==> config.mk <==
export PLATFORM = sky130hd
export DESIGN_NAME = ysyx_23060025_burst_rd_bridge
export DESIGN_NICKNAME = d
export VERILOG_FILES = /design/src/rtl/ysyx_23060025_burst_rd_bridge_pkg.sv /design/src/rtl/ysyx_23060025_burst_rd_bridge.sv
export SDC_FILE = /design/constraint.sdc
export NUM_CORES = 1
export LEC_CHECK = 0
export ABC_AREA = 1
export CAP_MARGIN = 40
export CORE_AREA = 2 2 70 139
export CTS_CLUSTER_DIAMETER = 200
export DETAILED_ROUTE_END_ITERATION = 8
export DIE_AREA = 0 0 72 141
export PLACE_DENSITY = 0.8
export REMOVE_ABC_BUFFERS = 1
export SETUP_SLACK_MARGIN = 0.3
export SLEW_MARGIN = 20
export SYNTH_ARGS = -nofsm -noshare
export SYNTH_HDL_FRONTEND = slang
export SYNTH_SLANG_ARGS = --single-unit
==> constraint.sdc <==
create_clock -name clock -period 1.8 [get_ports clock]
set_clock_uncertainty 0.1 [all_clocks]
set_input_delay 0.45 -clock clock [delete_from_list [all_inputs] [get_ports clock]]
set_output_delay 0.45 -clock clock [all_outputs]
set_load 0.005 [all_outputs]
==> src/rtl/ysyx_23060025_burst_rd_bridge_pkg.sv <==
// Shared AXI encodings and bridge FSM states for the burst read bridge.
package ysyx_23060025_burst_rd_bridge_pkg;

  typedef enum logic [2:0] {
    S_IDLE  = 3'd0,
    S_ADDR  = 3'd1,
    S_DATA  = 3'd2,
    S_DRAIN = 3'd3,
    S_DONE  = 3'd4
  } state_e;

  localparam logic [1:0] AXI_BURST_FIXED = 2'b00;
  localparam logic [1:0] AXI_BURST_INCR  = 2'b01;
  localparam logic [1:0] AXI_BURST_WRAP  = 2'b10;

  localparam logic [1:0] AXI_RESP_OKAY   = 2'b00;
  localparam logic [1:0] AXI_RESP_EXOKAY = 2'b01;
  localparam logic [1:0] AXI_RESP_SLVERR = 2'b10;
  localparam logic [1:0] AXI_RESP_DECERR = 2'b11;

  localparam logic [2:0] AXI_ADDR_SIZE_1B   = 3'd0;
  localparam logic [2:0] AXI_ADDR_SIZE_2B   = 3'd1;
  localparam logic [2:0] AXI_ADDR_SIZE_4B   = 3'd2;
  localparam logic [2:0] AXI_ADDR_SIZE_8B   = 3'd3;
  localparam logic [2:0] AXI_ADDR_SIZE_16B  = 3'd4;
  localparam logic [2:0] AXI_ADDR_SIZE_32B  = 3'd5;
  localparam logic [2:0] AXI_ADDR_SIZE_64B  = 3'd6;
  localparam logic [2:0] AXI_ADDR_SIZE_128B = 3'd7;

endpackage

==> src/rtl/ysyx_23060025_burst_rd_bridge.sv <==
// Converts a held cache burst request into one AXI INCR read burst and
// forwards the returned beats, registered, with last/error framing.
module ysyx_23060025_burst_rd_bridge
  import ysyx_23060025_burst_rd_bridge_pkg::*;
#(
  parameter int unsigned ARID = 0,
  parameter int          ID_W = 4
) (
  input  logic            clock,
  input  logic            reset,
  input  logic            req_psel,
  input  logic [31:0]     req_paddr,
  input  logic [7:0]      req_arlen,
  input  logic [2:0]      req_arsize,
  output logic            req_rvalid,
  output logic            req_rlast,
  output logic [31:0]     req_rdata,
  output logic            req_err,
  output logic            m_arvalid,
  input  logic            m_arready,
  output logic [31:0]     m_araddr,
  output logic [ID_W-1:0] m_arid,
  output logic [7:0]      m_arlen,
  output logic [2:0]      m_arsize,
  output logic [1:0]      m_arburst,
  input  logic            m_rvalid,
  output logic            m_rready,
  input  logic [31:0]     m_rdata,
  input  logic [1:0]      m_rresp,
  input  logic            m_rlast,
  input  logic [ID_W-1:0] m_rid
);

  localparam logic [ID_W-1:0] ARID_V = ID_W'(ARID);

  // Handshakes: a transfer happens on a rising edge where valid && ready;
  // the AR side holds all fields stable while valid is high and not ready.
  state_e      state, state_n;
  logic [31:0] addr_q;
  logic [7:0]  len_q;
  logic [2:0]  size_q;
  logic [8:0]  cnt_q;
  logic        err_q;
  logic        rvalid_q, rlast_q, rerr_q;
  logic [31:0] rdata_q;

  logic beat, at_last, fwd_last, beat_bad, in_addr;

  assign in_addr  = (state == S_ADDR);
  assign beat     = (state == S_DATA) && m_rvalid;
  assign at_last  = (cnt_q == {1'b0, len_q});
  assign fwd_last = beat && (at_last || m_rlast);
  assign beat_bad = (m_rresp != AXI_RESP_OKAY) || (m_rid != ARID_V) || (m_rlast != at_last);

  // AR fields are gated by state so every output reads zero out of reset.
  assign m_arvalid = in_addr;
  assign m_araddr  = in_addr ? addr_q : 32'd0;
  assign m_arlen   = in_addr ? len_q : 8'd0;
  assign m_arsize  = in_addr ? size_q : 3'd0;
  assign m_arburst = in_addr ? AXI_BURST_INCR : 2'b00;
  assign m_arid    = in_addr ? ARID_V : '0;
  assign m_rready  = (state == S_DATA) || (state == S_DRAIN);

  assign req_rvalid = rvalid_q;
  assign req_rlast  = rlast_q;
  assign req_rdata  = rdata_q;
  assign req_err    = rerr_q;

  always_ff @(posedge clock) begin
    if (reset) state <= S_IDLE;
    else       state <= state_n;
  end

  always_comb begin
    state_n = state;
    case (state)
      S_IDLE:  if (req_psel) state_n = S_ADDR;
      S_ADDR:  if (m_arready) state_n = S_DATA;
      S_DATA:  if (fwd_last) state_n = m_rlast ? S_DONE : S_DRAIN;
      S_DRAIN: if (m_rvalid && m_rlast) state_n = S_DONE;
      S_DONE:  if (!req_psel) state_n = S_IDLE;
      default: state_n = S_IDLE;
    endcase
  end

  always_ff @(posedge clock) begin
    if (reset) begin
      addr_q   <= 32'd0;
      len_q    <= 8'd0;
      size_q   <= 3'd0;
      cnt_q    <= 9'd0;
      err_q    <= 1'b0;
      rvalid_q <= 1'b0;
      rlast_q  <= 1'b0;
      rerr_q   <= 1'b0;
      rdata_q  <= 32'd0;
    end else begin
      if (state == S_IDLE && req_psel) begin
        addr_q <= req_paddr;
        len_q  <= req_arlen;
        size_q <= req_arsize;
        cnt_q  <= 9'd0;
        err_q  <= 1'b0;
      end else if (beat) begin
        cnt_q <= cnt_q + 9'd1;
        err_q <= err_q || beat_bad;
      end
      rvalid_q <= beat;
      rdata_q  <= beat ? m_rdata : 32'd0;
      rlast_q  <= fwd_last;
      // The error reported with the last beat includes that beat's own fault.
      rerr_q   <= fwd_last && (err_q || beat_bad);
    end
  end

endmodule

; ---- Word-level counts from Yosys, hierarchy flattened
; Cells that the tools add are included.
; W data, S select, Z words.
[op_classes]
bitwise = 1
eq_ne = 11
n_mux = 11
reduce_logical = 16
add_sub_neg = 1
[ops]
columns = cell, count
row1 = $mux W32, 1
row2 = $mux W3, 7
row3 = $pmux W3 S5, 1
row4 = $add A9 B1 Y9 const B, 1
row5 = $eq A9 B8 Y1, 1
row6 = $mux W8, 1
row7 = $ne A2 B2 Y1 const B, 4
row8 = $eq A3 B2 Y1 const B, 2
row9 = $logic_and A1 B1 Y1, 5
row10 = $logic_or A1 B1 Y1, 5
row11 = $reduce_and A5 Y1, 1
row12 = $reduce_bool A4 Y1, 1
row13 = $reduce_or A2 Y1, 2
row14 = $eq A3 B1 Y1 const B, 1
row15 = $eq A3 B3 Y1 const B, 1
row16 = $logic_not A3 Y1, 1
row17 = $ne A2 B1 Y1 const B, 1
row18 = $reduce_bool A2 Y1, 1
row19 = $mux W1, 1
row20 = $ne A1 B1 Y1, 1
row21 = $not A1 Y1, 1
[word_totals]
elab_cells = 50
ff_bits = 91

; ---- Logic depth before layout (Yosys ltp)
; Gate-level depths: netlist (run 1).
[logic_depth]
depth_word = 5
ltp_mapped = 14
depth_no_buf = 14

; ---- Worst setup path before layout (run 1)
; Ideal clock, no wire load.
[synth_path]
path_type = register to output
start = register state[0]
end = output port m_araddr[0]
n_path_buf = 1
path_slack_ns = 0.091
arrival_ns = 1.159
stages_incl_launch_ff = 6
path_cell_list = dfxtp_1 inv_1 nor3_2 inv_2 buf_2 nor2_1
[synth_via]
elab_chain_cells = 2
[synth_rtl]
columns = item, line_no
row1 = "start, declared", ysyx_23060025_burst_rd_bridge.sv:38  ; state_e state, state_n;
row2 = "start signal, assigned", ysyx_23060025_burst_rd_bridge.sv:71  ; else state <= state_n;
row3 = $eq A3 B1 Y1, ysyx_23060025_burst_rd_bridge.sv:49  ; assign in_addr = (state == S_ADDR);
row4 = via m_arvalid, ysyx_23060025_burst_rd_bridge.sv:19  ; output logic m_arvalid,
row5 = $mux W32, ysyx_23060025_burst_rd_bridge.sv:57  ; assign m_araddr = in_addr ? addr_q : 32'd0;
row6 = "end, declared", ysyx_23060025_burst_rd_bridge.sv:21  ; output logic [31:0] m_araddr,
; The timed path passes the listed nets, and every way through them passes these cells.

; ---- Worst setup path after layout (run 1)
[layout_path]
start = register state[0]
end = output port m_arlen[5]
[layout_via]
elab_chain_cells = 2
[layout_rtl]
columns = item, line_no
row1 = $eq A3 B1 Y1, ysyx_23060025_burst_rd_bridge.sv:49
row2 = $mux W8, ysyx_23060025_burst_rd_bridge.sv:58  ; assign m_arlen = in_addr ? len_q : 8'd0;
row3 = "end, declared", ysyx_23060025_burst_rd_bridge.sv:23  ; output logic [7:0] m_arlen,
; Every way passes these cells.

==> results of run 1 <==
flip-flops by register name, summed over array words and instances (netlist names), 3 cells and up:
| name | flops |
|---|---|
| addr_q | 32 |
| req_rdata | 32 |
| cnt_q | 9 |
| len_q | 8 |
| size_q | 3 |
| state | 3 |
logic make-up (layout without fill, tap and decap cells):
logic type	Yosys count	after routing	synth area share (%)
AND/OR/NAND/NOR	160	160	18.5
adder cells (fa/ha/maj)	2	2	0.685
buffers and inverters	125	349	15.5
AO/OA/AOI/OAI	107	107	14.9
flip-flops	91	91	49.8
other	1	5	0.103
XOR/XNOR	2	2	0.479
cell type report:
cell class,count,share of cell area [%]
Clock buffer,11,3.64
Clock inverter,4,0.378
Inverter,97,5.46
Multi-Input combinational cell,276,27.6
Sequential cell,91,26.5
Tap cell,104,1.87
Timing Repair Buffer,237,34.6
tightest hold or removal path, cell delays in order (launching register included):
cell	delay (ns)
dfxtp_1	0.30
inv_1	0.07
a21oi_1	0.06
cell usage after synthesis, types with 4 or more instances:
| cell type | instances | share of area [%] |
|---|---|---|
| buf_6 | 8 | 2.5 |
| o21ai_0 | 47 | 6.4 |
| nor2_1 | 92 | 9.4 |
| inv_1 | 93 | 9.6 |
| clkbuf_1 | 4 | 0.41 |
| buf_2 | 9 | 1.2 |
| a21oi_1 | 55 | 7.5 |
| buf_4 | 7 | 1.4 |
| nand3_1 | 11 | 1.5 |
| inv_2 | 4 | 0.41 |
| dfxtp_1 | 91 | 50 |
| nand2_1 | 43 | 4.4 |
power groups by stage:
| stage | Combinational [mW] | Sequential, mW | Clock (mW) |
|---|---|---|---|
| detailed placement | 2.18 | 2.57 | 0 |
| CTS | 3.50 | 2.53 | 1.79 |
| global route | 4.31 | 2.60 | 1.89 |
| global placement | 2.14 | 2.55 | 0 |
| floorplan | 0.962 | 2.57 | 0 |
| finish | 4.10 | 2.57 | 1.79 |
stage by stage:
step	power [mW]	utilization (%)	hold WS [ns]	setup TNS [ns]
after floorplan	3.53	-	0.332	-0.395
after global placement	4.69	60.8	0.338	-17.38
after detailed placement	4.74	60.8	0.343	-18.24
after CTS	7.82	71.3	0.353	-10.79
after global routing	8.80	75.5	0.387	-16.60
final	8.46	75.5	0.364	-12.37
layer usage:
metal	global-route usage (%)	up-vias
met5	0	-
met4	9.73	0
met2	44.1	189
met1	25.0	1872
met3	7.29	39
li1	-	1935
timing repair:
item	in CTS	in global routing
cloned	12	1
resized for setup	400	93
endpoints found under the setup margin	171	137
setup buffers	17	5
pin swaps	33	17
worst min-delay path by stage:
stage                                    endpoint  slack (ns)  cells past startpoint
after floorplan            addr_q[0]$_SDFFE_PP0P_        0.33                      2
after global placement    addr_q[12]$_SDFFE_PP0P_        0.34                      2
after detailed placement  addr_q[12]$_SDFFE_PP0P_        0.34                      2
after CTS                 addr_q[16]$_SDFFE_PP0P_        0.35                      2
after global routing       addr_q[7]$_SDFFE_PP0P_        0.39                      2
final                      addr_q[9]$_SDFFE_PP0P_        0.36                      2
==> run_results.csv, run 1 <==
group,metric,value,unit
setup_path,critPathKind,"register to primary output",
synthesis,yosysWarnings,0,
power_and_ir_drop,swShare,35.8,%
global_routing,grt_pass1_wl,19400,µm
finish,multi_input_area,1920,µm²
setup_path,crit_required,1.25,ns
power_and_ir_drop,p_sw,3.03,mW
power_and_ir_drop,irDropWorstVdd,0.765,mV
setup_path,crit_arrival,1.55,ns
route,remaining_drc_errors,0,
placement,dp_hpwl,6580,µm
setup_path,max_stage_delay,0.35,ns
synthesis,synth_cells,488,
setup_path,crit_end,"m_arlen[5]",
min_path,holdCritStartpoint,"addr_q[9]$_SDFFE_PP0P_",
synthesis,async_reset_ff_share,0,%
global_routing,grt_max_degree,46,
placement,placed_cell_area,5590,µm²
placement,pre_cts_slack,-0.227,ns
floorplanning,chipHeight,141,µm
clock_network,cts_tree,"done",
floorplanning,io_pins,173,
placement,place_inst,770,
power_and_ir_drop,pwr-share-seq,30.3,%
setup_path,crit_family,"buffers and inverters",
run_status,violations,"negative setup slack",
finish,final_cell_mix,"86 x clkdlybuf4s50_1, 82 x inv_1, 80 x dfxtp_1",
route,wirelength,13400,µm
timing,post-route-min-period,2.10,ns
route,top_layer,"met4",
setup_path,worstPathMaxFanout,10,
synthesis,synthDistinctLibCells,26,
route,wl_met1,4740,µm
power_and_ir_drop,p_clk_share,21.1,%
route,wl_per_cell,16.3,µm
setup_path,crit_path_cell_trace,"inv_2, nor3_4, buf_6, inv_4, buf_8, buf_12, nor2_4, buf_2",
setup_path,end_kind,"primary output",
route,vias_per_cell,4.92,
flow_run,cap_viol_max_count,0,
placement,io_buffers,167,
clock_network,postCtsHoldBufs,0,
synthesis,synth.avg_cell_area,7.49,µm²
route,ant_nets,0,
finish,syn2layout_area_growth,90.0,%
finish,final_common_cell,"clkdlybuf4s50_1",
finish,layout-drive-gt1-share,41.1,%
floorplanning,initial_core_util,39.7,%
run_status,status,"finished with violations",
synthesis,synth-seq-area-share,49.8,%
min_path,hold_class,"register to register",
floorplanning,dieArea,10200,µm²
timing,hold_viol_final,0,
clock_network,root_buffer,"clkbuf_16",
setup_path,slowest_stage,"dfxtp_2",
setup_path,cp_num_buf_inv,6,
clock_network,h-tree-depth,3,
floorplanning,rows,50,
setup_path,r2r_end,"state[1]$_SDFFE_PP0P_",
route,drt_pass1_iterations,4,
finish,seqCellArea,1840,µm²
power_and_ir_drop,powerDensity,1220,nW/µm²
global_routing,overflow,0,
finish,num-fill-cells,634,
clock_network,clock_path_buffers,2,
global_routing,grt_pass1_vias,4177,
timing,min_period_over_period,117,%
floorplanning,die_width,72,µm
timing,fmax,477,MHz
clock_network,insertion_delay,0.34,ns
power_and_ir_drop,combPwrFrac,48.5,%
route,route.met2.wl,7340,µm
setup_path,r2r_slack,-0.16,ns
floorplanning,core_area,9200,µm²
clock_network,clock_sinks,91,
timing,rsz0062_at_grt,"true",
setup_path,cp-startpoint,"state[0]$_SDFFE_PP0P_",
route,drt_first_iter_violations,169,
setup_path,cp-start-kind,"register",
route,wl_met3,900,µm
timing,finalWorstSetupSlack,-0.298,ns
power_and_ir_drop,internal_power,5.43,mW
setup_path,rr_worst_depth,14,
setup_path,cp.depth,8,
synthesis,synth_edf_count,0,
clock_network,clk_pin_slew,0.07,ns
global_routing,antenna_found_initial,0,
clock_network,numCtsBuffers,9,
global_routing,track_usage,24.2,%
finish,post-route-cell-area,6950,µm²
synthesis,syn_area,3650,µm²
timing,maxSlewViolCount,0,
synthesis,synth-seq-cells,91,
placement,place_congestion,0.866,
timing,setup_viol,74,
route,vias,4035,
setup_path,regToRegStartpoint,"state[1]$_SDFFE_PP0P_",
finish,antenna_cells,0,
finish,final_cells,820,
synthesis,synthFlopType,"dfxtp_1",
power_and_ir_drop,p_leak,3.13,nW
finish,final_net_count,801,
No activity file was read; power rests on OpenSTA's default activity.
==> run 2, diff against run 1 <==
PLACE_DENSITY = 0.76   (was 0.8)
==> run_results.csv, run 2 (synthesis gave the netlist of run 1 again) <==
group,metric,value,unit
route,drt_pass1_iterations,4,
clock_network,postCtsHoldBufs,0,
finish,syn2layout_area_growth,101,%
route,wirelength,14400,µm
timing,fmax,466,MHz
setup_path,r2r_slack,-0.14,ns
route,ant_nets,0,
clock_network,insertion_delay,0.34,ns
clock_network,h-tree-depth,3,
power_and_ir_drop,powerDensity,1240,nW/µm²
setup_path,r2r_end,"len_q[2]$_SDFFE_PP0P_",
setup_path,crit_path_cell_trace,"nor3_4, inv_4, buf_6, clkbuf_16, nor2_4, buf_2",
floorplanning,initial_core_util,39.7,%
placement,io_buffers,167,
placement,dp_hpwl,6440,µm
finish,num-fill-cells,574,
global_routing,overflow,0,
finish,final_cells,831,
setup_path,crit_arrival,1.59,ns
setup_path,cp.depth,6,
route,vias_per_cell,5.04,
setup_path,regToRegStartpoint,"state[1]$_SDFFE_PP0P_",
clock_network,numCtsBuffers,9,
clock_network,cts_tree,"done",
timing,setup_tns,-15.08,ns
timing,maxSlewViolCount,0,
flow_run,cap_viol_max_count,0,
setup_path,crit_family,"buffers and inverters",
power_and_ir_drop,p_leak,3.23,nW
placement,place_inst,768,
route,wl_per_cell,17.3,µm
timing,min_period_over_period,119,%
timing,setup_viol,91,
power_and_ir_drop,power,9.08,mW
global_routing,track_usage,25.3,%
route,vias,4188,
setup_path,crit_end,"m_arlen[6]",
timing,post-route-min-period,2.14,ns
route,drt_first_iter_violations,195,
finish,final_common_cell,"clkdlybuf4s50_1",
clock_network,clock_path_buffers,2,
floorplanning,core_area,9200,µm²
floorplanning,die_width,72,µm
finish,antenna_cells,0,
placement,place_congestion,0.821,
power_and_ir_drop,irDropWorstVdd,0.892,mV
route,remaining_drc_errors,0,
global_routing,antenna_found_initial,0,
setup_path,slowest_stage,"dfxtp_4",
run_status,violations,"negative setup slack",
floorplanning,io_pins,173,
global_routing,grt_max_degree,46,
finish,layout-drive-gt1-share,44.2,%
setup_path,end_kind,"primary output",
floorplanning,dieArea,10200,µm²
floorplanning,chipHeight,141,µm
setup_path,cp-start-kind,"register",
clock_network,clk_pin_slew,0.06,ns
setup_path,crit_required,1.25,ns
setup_path,rr_worst_depth,10,
setup_path,worstPathMaxFanout,5,
setup_path,cp-startpoint,"state[1]$_SDFFE_PP0P_",
global_routing,grt_pass1_wl,20000,µm
timing,hold_viol_final,0,
setup_path,cp_num_buf_inv,4,
setup_path,critPathKind,"register to primary output",
timing,rsz0062_at_grt,"true",
run_status,status,"finished with violations",
global_routing,grt_pass1_vias,4129,
placement,pre_cts_slack,-0.291,ns
setup_path,max_stage_delay,0.35,ns
clock_network,root_buffer,"clkbuf_16",
timing,finalWorstSetupSlack,-0.344,ns
finish,final_cell_mix,"86 x clkdlybuf4s50_1, 85 x inv_1, 84 x dfxtp_1",
clock_network,clock_sinks,91,
floorplanning,rows,50,
min_path,hold_class,"register to register",
finish,final_net_count,812,
==> run 2: layer usage <==
| layer | share of wire [%] | vias to the layer above | GRT usage, % |
|---|---|---|---|
| li1 | - | 1962 | - |
| met5 | 0 | - | 0 |
| met3 | 6.9 | 46 | 6.00 |
| met1 | 36 | 1965 | 27.7 |
| met2 | 53 | 215 | 45.8 |
| met4 | 3.6 | 0 | 9.93 |
==> run 2: timing repair <==
item | in CTS | in global routing
endpoints found under the setup margin | 171 | 136
pin swaps | 45 | 18
gates resized for setup | 413 | 139
cloned | 17 | 2
buffers inserted | 21 | 8
==> run 2: how the worst min path moves through the flow <==
stage / from / end / slack [ns] / cells past startpoint
after floorplan: addr_q[0]$_SDFFE_PP0P_ / addr_q[0]$_SDFFE_PP0P_ / 0.33 / 2
after global placement: size_q[1]$_SDFFE_PP0P_ / size_q[1]$_SDFFE_PP0P_ / 0.34 / 2
after detailed placement: addr_q[0]$_SDFFE_PP0P_ / addr_q[0]$_SDFFE_PP0P_ / 0.34 / 2
after CTS: addr_q[25]$_SDFFE_PP0P_ / addr_q[25]$_SDFFE_PP0P_ / 0.36 / 2
after global routing: addr_q[11]$_SDFFE_PP0P_ / addr_q[11]$_SDFFE_PP0P_ / 0.40 / 2
final: addr_q[6]$_SDFFE_PP0P_ / addr_q[6]$_SDFFE_PP0P_ / 0.38 / 2
==> run 2: tightest hold or removal path: cells and delay by family (launching register included) <==
| kind | cells | cell delay, ns |
|---|---|---|
| DFF | 1 | 0.30 |
| buffers and inverters | 1 | 0.08 |
| AOI/OAI and AO/OA | 1 | 0.06 |
==> run 2: stage by stage <==
| stage | hold WS, ns | utilization [%] | area (µm²) |
|---|---|---|---|
| 2_1_floorplan | 0.332 | - | 3470 |
| 3_3_place_gp | 0.338 | 60.5 | 5570 |
| 3_5_place_dp | 0.343 | 60.5 | 5570 |
| 4_1_cts | 0.356 | 73.7 | 6780 |
| 5_1_grt | 0.400 | 79.9 | 7350 |
| 6_report | 0.376 | 79.9 | 7350 |
==> run 2: layout make-up <==
type                    instances  area, µm²  share of cell area, %
repair inverters                1       16.3                  0.221
inverters                      97        400                   5.45
repair buffers                247       2540                   34.6
multi-input cells             276       2150                   29.2
clock buffers                  12        236                   3.22
clock inverters                 3       40.0                  0.545
flip-flops and latches         91       1830                   25.0
well taps                     104        130                   1.77
==> run 2: power breakdown <==
part	switching (mW)	internal, mW	leakage, nW
Combinational	2.38	2.31	2.35
Sequential	0.156	2.41	0.747
Clock	0.759	1.07	0.136
Total	3.29	5.79	3.23
==> run 3, diff against run 2 <==
CORE_AREA = 2 2 68 134   (was 2 2 70 139)
DIE_AREA = 0 0 70 136   (was 0 0 72 141)
PLACE_DENSITY = unset   (was 0.76)
PLACE_DENSITY_LB_ADDON = 0.15   (was unset)
clock period = 2.5 ns   (was 1.8 ns; I/O delays follow)
==> run_results.csv, run 3 (synthesis gave the netlist of run 1 again) <==
group,metric,value,unit
clock_network,clock_sinks,91,
placement,place_congestion,0.880,
global_routing,grt_max_degree,67,
timing,tightest_slew,0.505,ns
min_path,hold_class,"register to register",
clock_network,numCtsBuffers,9,
clock_network,clock_path_buffers,2,
timing,maxSlewHeadroom,66.3,%
route,wl_per_cell,13.5,µm
route,vias,3653,
setup_path,crit_required,1.77,ns
power_and_ir_drop,irDropWorstVdd,0.721,mV
global_routing,track_usage,21.5,%
min_path,hold_depth,2,
floorplanning,initial_core_util,42.9,%
timing,hold_viol_final,0,
global_routing,grt_pass1_vias,3513,
clock_network,clk_pin_slew,0.06,ns
global_routing,overflow,0,
power_and_ir_drop,p_sw,1.59,mW
setup_path,worstPathMaxFanout,6,
floorplanning,io_pins,173,
setup_path,cp-start-kind,"register",
placement,io_buffers,167,
floorplanning,chipHeight,136,µm
finish,final_net_count,756,
timing,setup_tns,0,ns
clock_network,insertion_delay,0.33,ns
route,remaining_drc_errors,0,
run_status,status,"complete, no violations",
floorplanning,die_width,70,µm
route,wirelength,10400,µm
placement,dp_hpwl,7270,µm
power_and_ir_drop,power,4.98,mW
finish,final_common_cell,"clkdlybuf4s50_1",
route,drt_pass1_iterations,4,
finish,final_cell_mix,"121 x clkdlybuf4s50_1, 92 x inv_1, 88 x dfxtp_1",
flow_run,cap_viol_max_count,0,
power_and_ir_drop,combPwrFrac,35.1,%
route,ant_nets,0,
timing,fmax,433,MHz
setup_path,regToRegStartpoint,"cnt_q[0]$_SDFFE_PP0P_",
setup_path,crit_arrival,1.58,ns
finish,syn2layout_area_growth,62.4,%
setup_path,r2r_slack,0.52,ns
setup_path,critPathKind,"register to primary output",
floorplanning,rows,48,
floorplanning,core_area,8530,µm²
clock_network,h-tree-depth,3,
timing,min_period_over_period,92.3,%
finish,layout-drive-gt1-share,12.6,%
finish,num-fill-cells,716,
min_path,hold_end,"addr_q[29]$_SDFFE_PP0P_",
route,vias_per_cell,4.73,
route,drt_first_iter_violations,126,
setup_path,end_kind,"primary output",
power_and_ir_drop,internal_power,3.39,mW
global_routing,antenna_found_initial,0,
setup_path,r2r_end,"state[1]$_SDFFE_PP0P_",
placement,placed_cell_area,5350,µm²
timing,setup_viol,0,
power_and_ir_drop,p_clk_share,28.3,%
power_and_ir_drop,swShare,31.9,%
finish,post-route-cell-area,5930,µm²
timing,maxSlewViolCount,0,
floorplanning,dieArea,9520,µm²
clock_network,cts_tree,"done",
power_and_ir_drop,powerDensity,840,nW/µm²
global_routing,grt_pass1_wl,16200,µm
setup_path,rr_worst_depth,14,
power_and_ir_drop,p_leak,3.00,nW
timing,post-route-min-period,2.31,ns
clock_network,root_buffer,"clkbuf_16",
timing,rsz0062_at_grt,"true",
finish,antenna_cells,0,
power_and_ir_drop,pwr-share-seq,36.6,%
min_path,holdCritStartpoint,"addr_q[29]$_SDFFE_PP0P_",
## run 3: changes by cell type in the layout (fill, tap and decap cells not counted), sizes merged
cell           delta
buf              -94
clkdlybuf4s50    +35
dlygate4sd2      -34
dlymetal6s2s     +30
inv               +4
clkinv            -3
clkbuf            +2
clkdlybuf4s15     +2
clkinvlp          +2
bufinv            +1
## run 3: how the worst max path moves through the flow
stage / to / startpoint / slack, ns / cells past startpoint
6_report: m_araddr[30] / state[0]$_SDFFE_PP0P_ / 0.19 / 8
3_5_place_dp: m_araddr[0] / state[0]$_SDFFE_PP0P_ / 0.1 / 5
2_1_floorplan: m_araddr[0] / state[0]$_SDFFE_PP0P_ / 0.52 / 4
3_3_place_gp: m_araddr[0] / state[0]$_SDFFE_PP0P_ / 0.11 / 5
5_1_grt: m_araddr[30] / state[0]$_SDFFE_PP0P_ / 0.09 / 8
4_1_cts: m_araddr[29] / state[2]$_SDFFE_PP0P_ / -0.03 / 5
## run 3: worst max-delay path, stage by stage, from the launching register on
cell and delay [ns]:
dfxtp_2 0.33, inv_2 0.05, nor3_4 0.19, buf_4 0.15
buf_6 0.09, buf_8 0.13, clkinv_8 0.08, nor2_1 0.08
dlymetal6s2s_1 0.14
## run 3: timing repair
action	4_1_cts	5_1_grt
endpoints found under the setup margin	46	46
pin swaps	1	2
hold buffers	0	0
setup buffers	6	5
cloned	3	1
gates resized for setup	36	86
## run 3: metal layers
metal  part of all wire [%]  wire length [µm]  global-route usage (%)
met4                    4.1               427                    11.1
met1                     35              3640                    21.8
met3                    6.6               683                    6.38
met5                      0                 0                       0
met2                     54              5640                    39.3
## run 3: cell type report
class	instances	area [µm²]	area share [%]
clock buffer	12	236	3.98
timing repair inverter	4	47.5	0.801
multi-input combinational	276	1370	23.0
sequential	91	1830	30.8
clock inverter	4	75.1	1.27
timing repair buffer	188	1880	31.7
inverter	97	380	6.41
tap	100	125	2.11
## run 3: per-stage QoR
step	hold WS (ns)	setup slack, ns	util [%]	instances
floorplan	0.332	0.516	-	464
global placement	0.337	0.113	62.7	741
detailed placement	0.346	0.0976	62.7	741
CTS	0.357	-0.0265	67.9	766
global route	0.375	0.0907	69.6	772
finish	0.354	0.193	69.6	772
## run 3: power groups by stage
stage	sequential, mW	combinational [mW]	clock (mW)
after floorplan	1.85	0.693	0
after global placement	1.84	1.42	0
after detailed placement	1.85	1.46	0
after CTS	1.83	1.66	1.44
after global routing	1.85	1.93	1.50
final	1.83	1.75	1.41
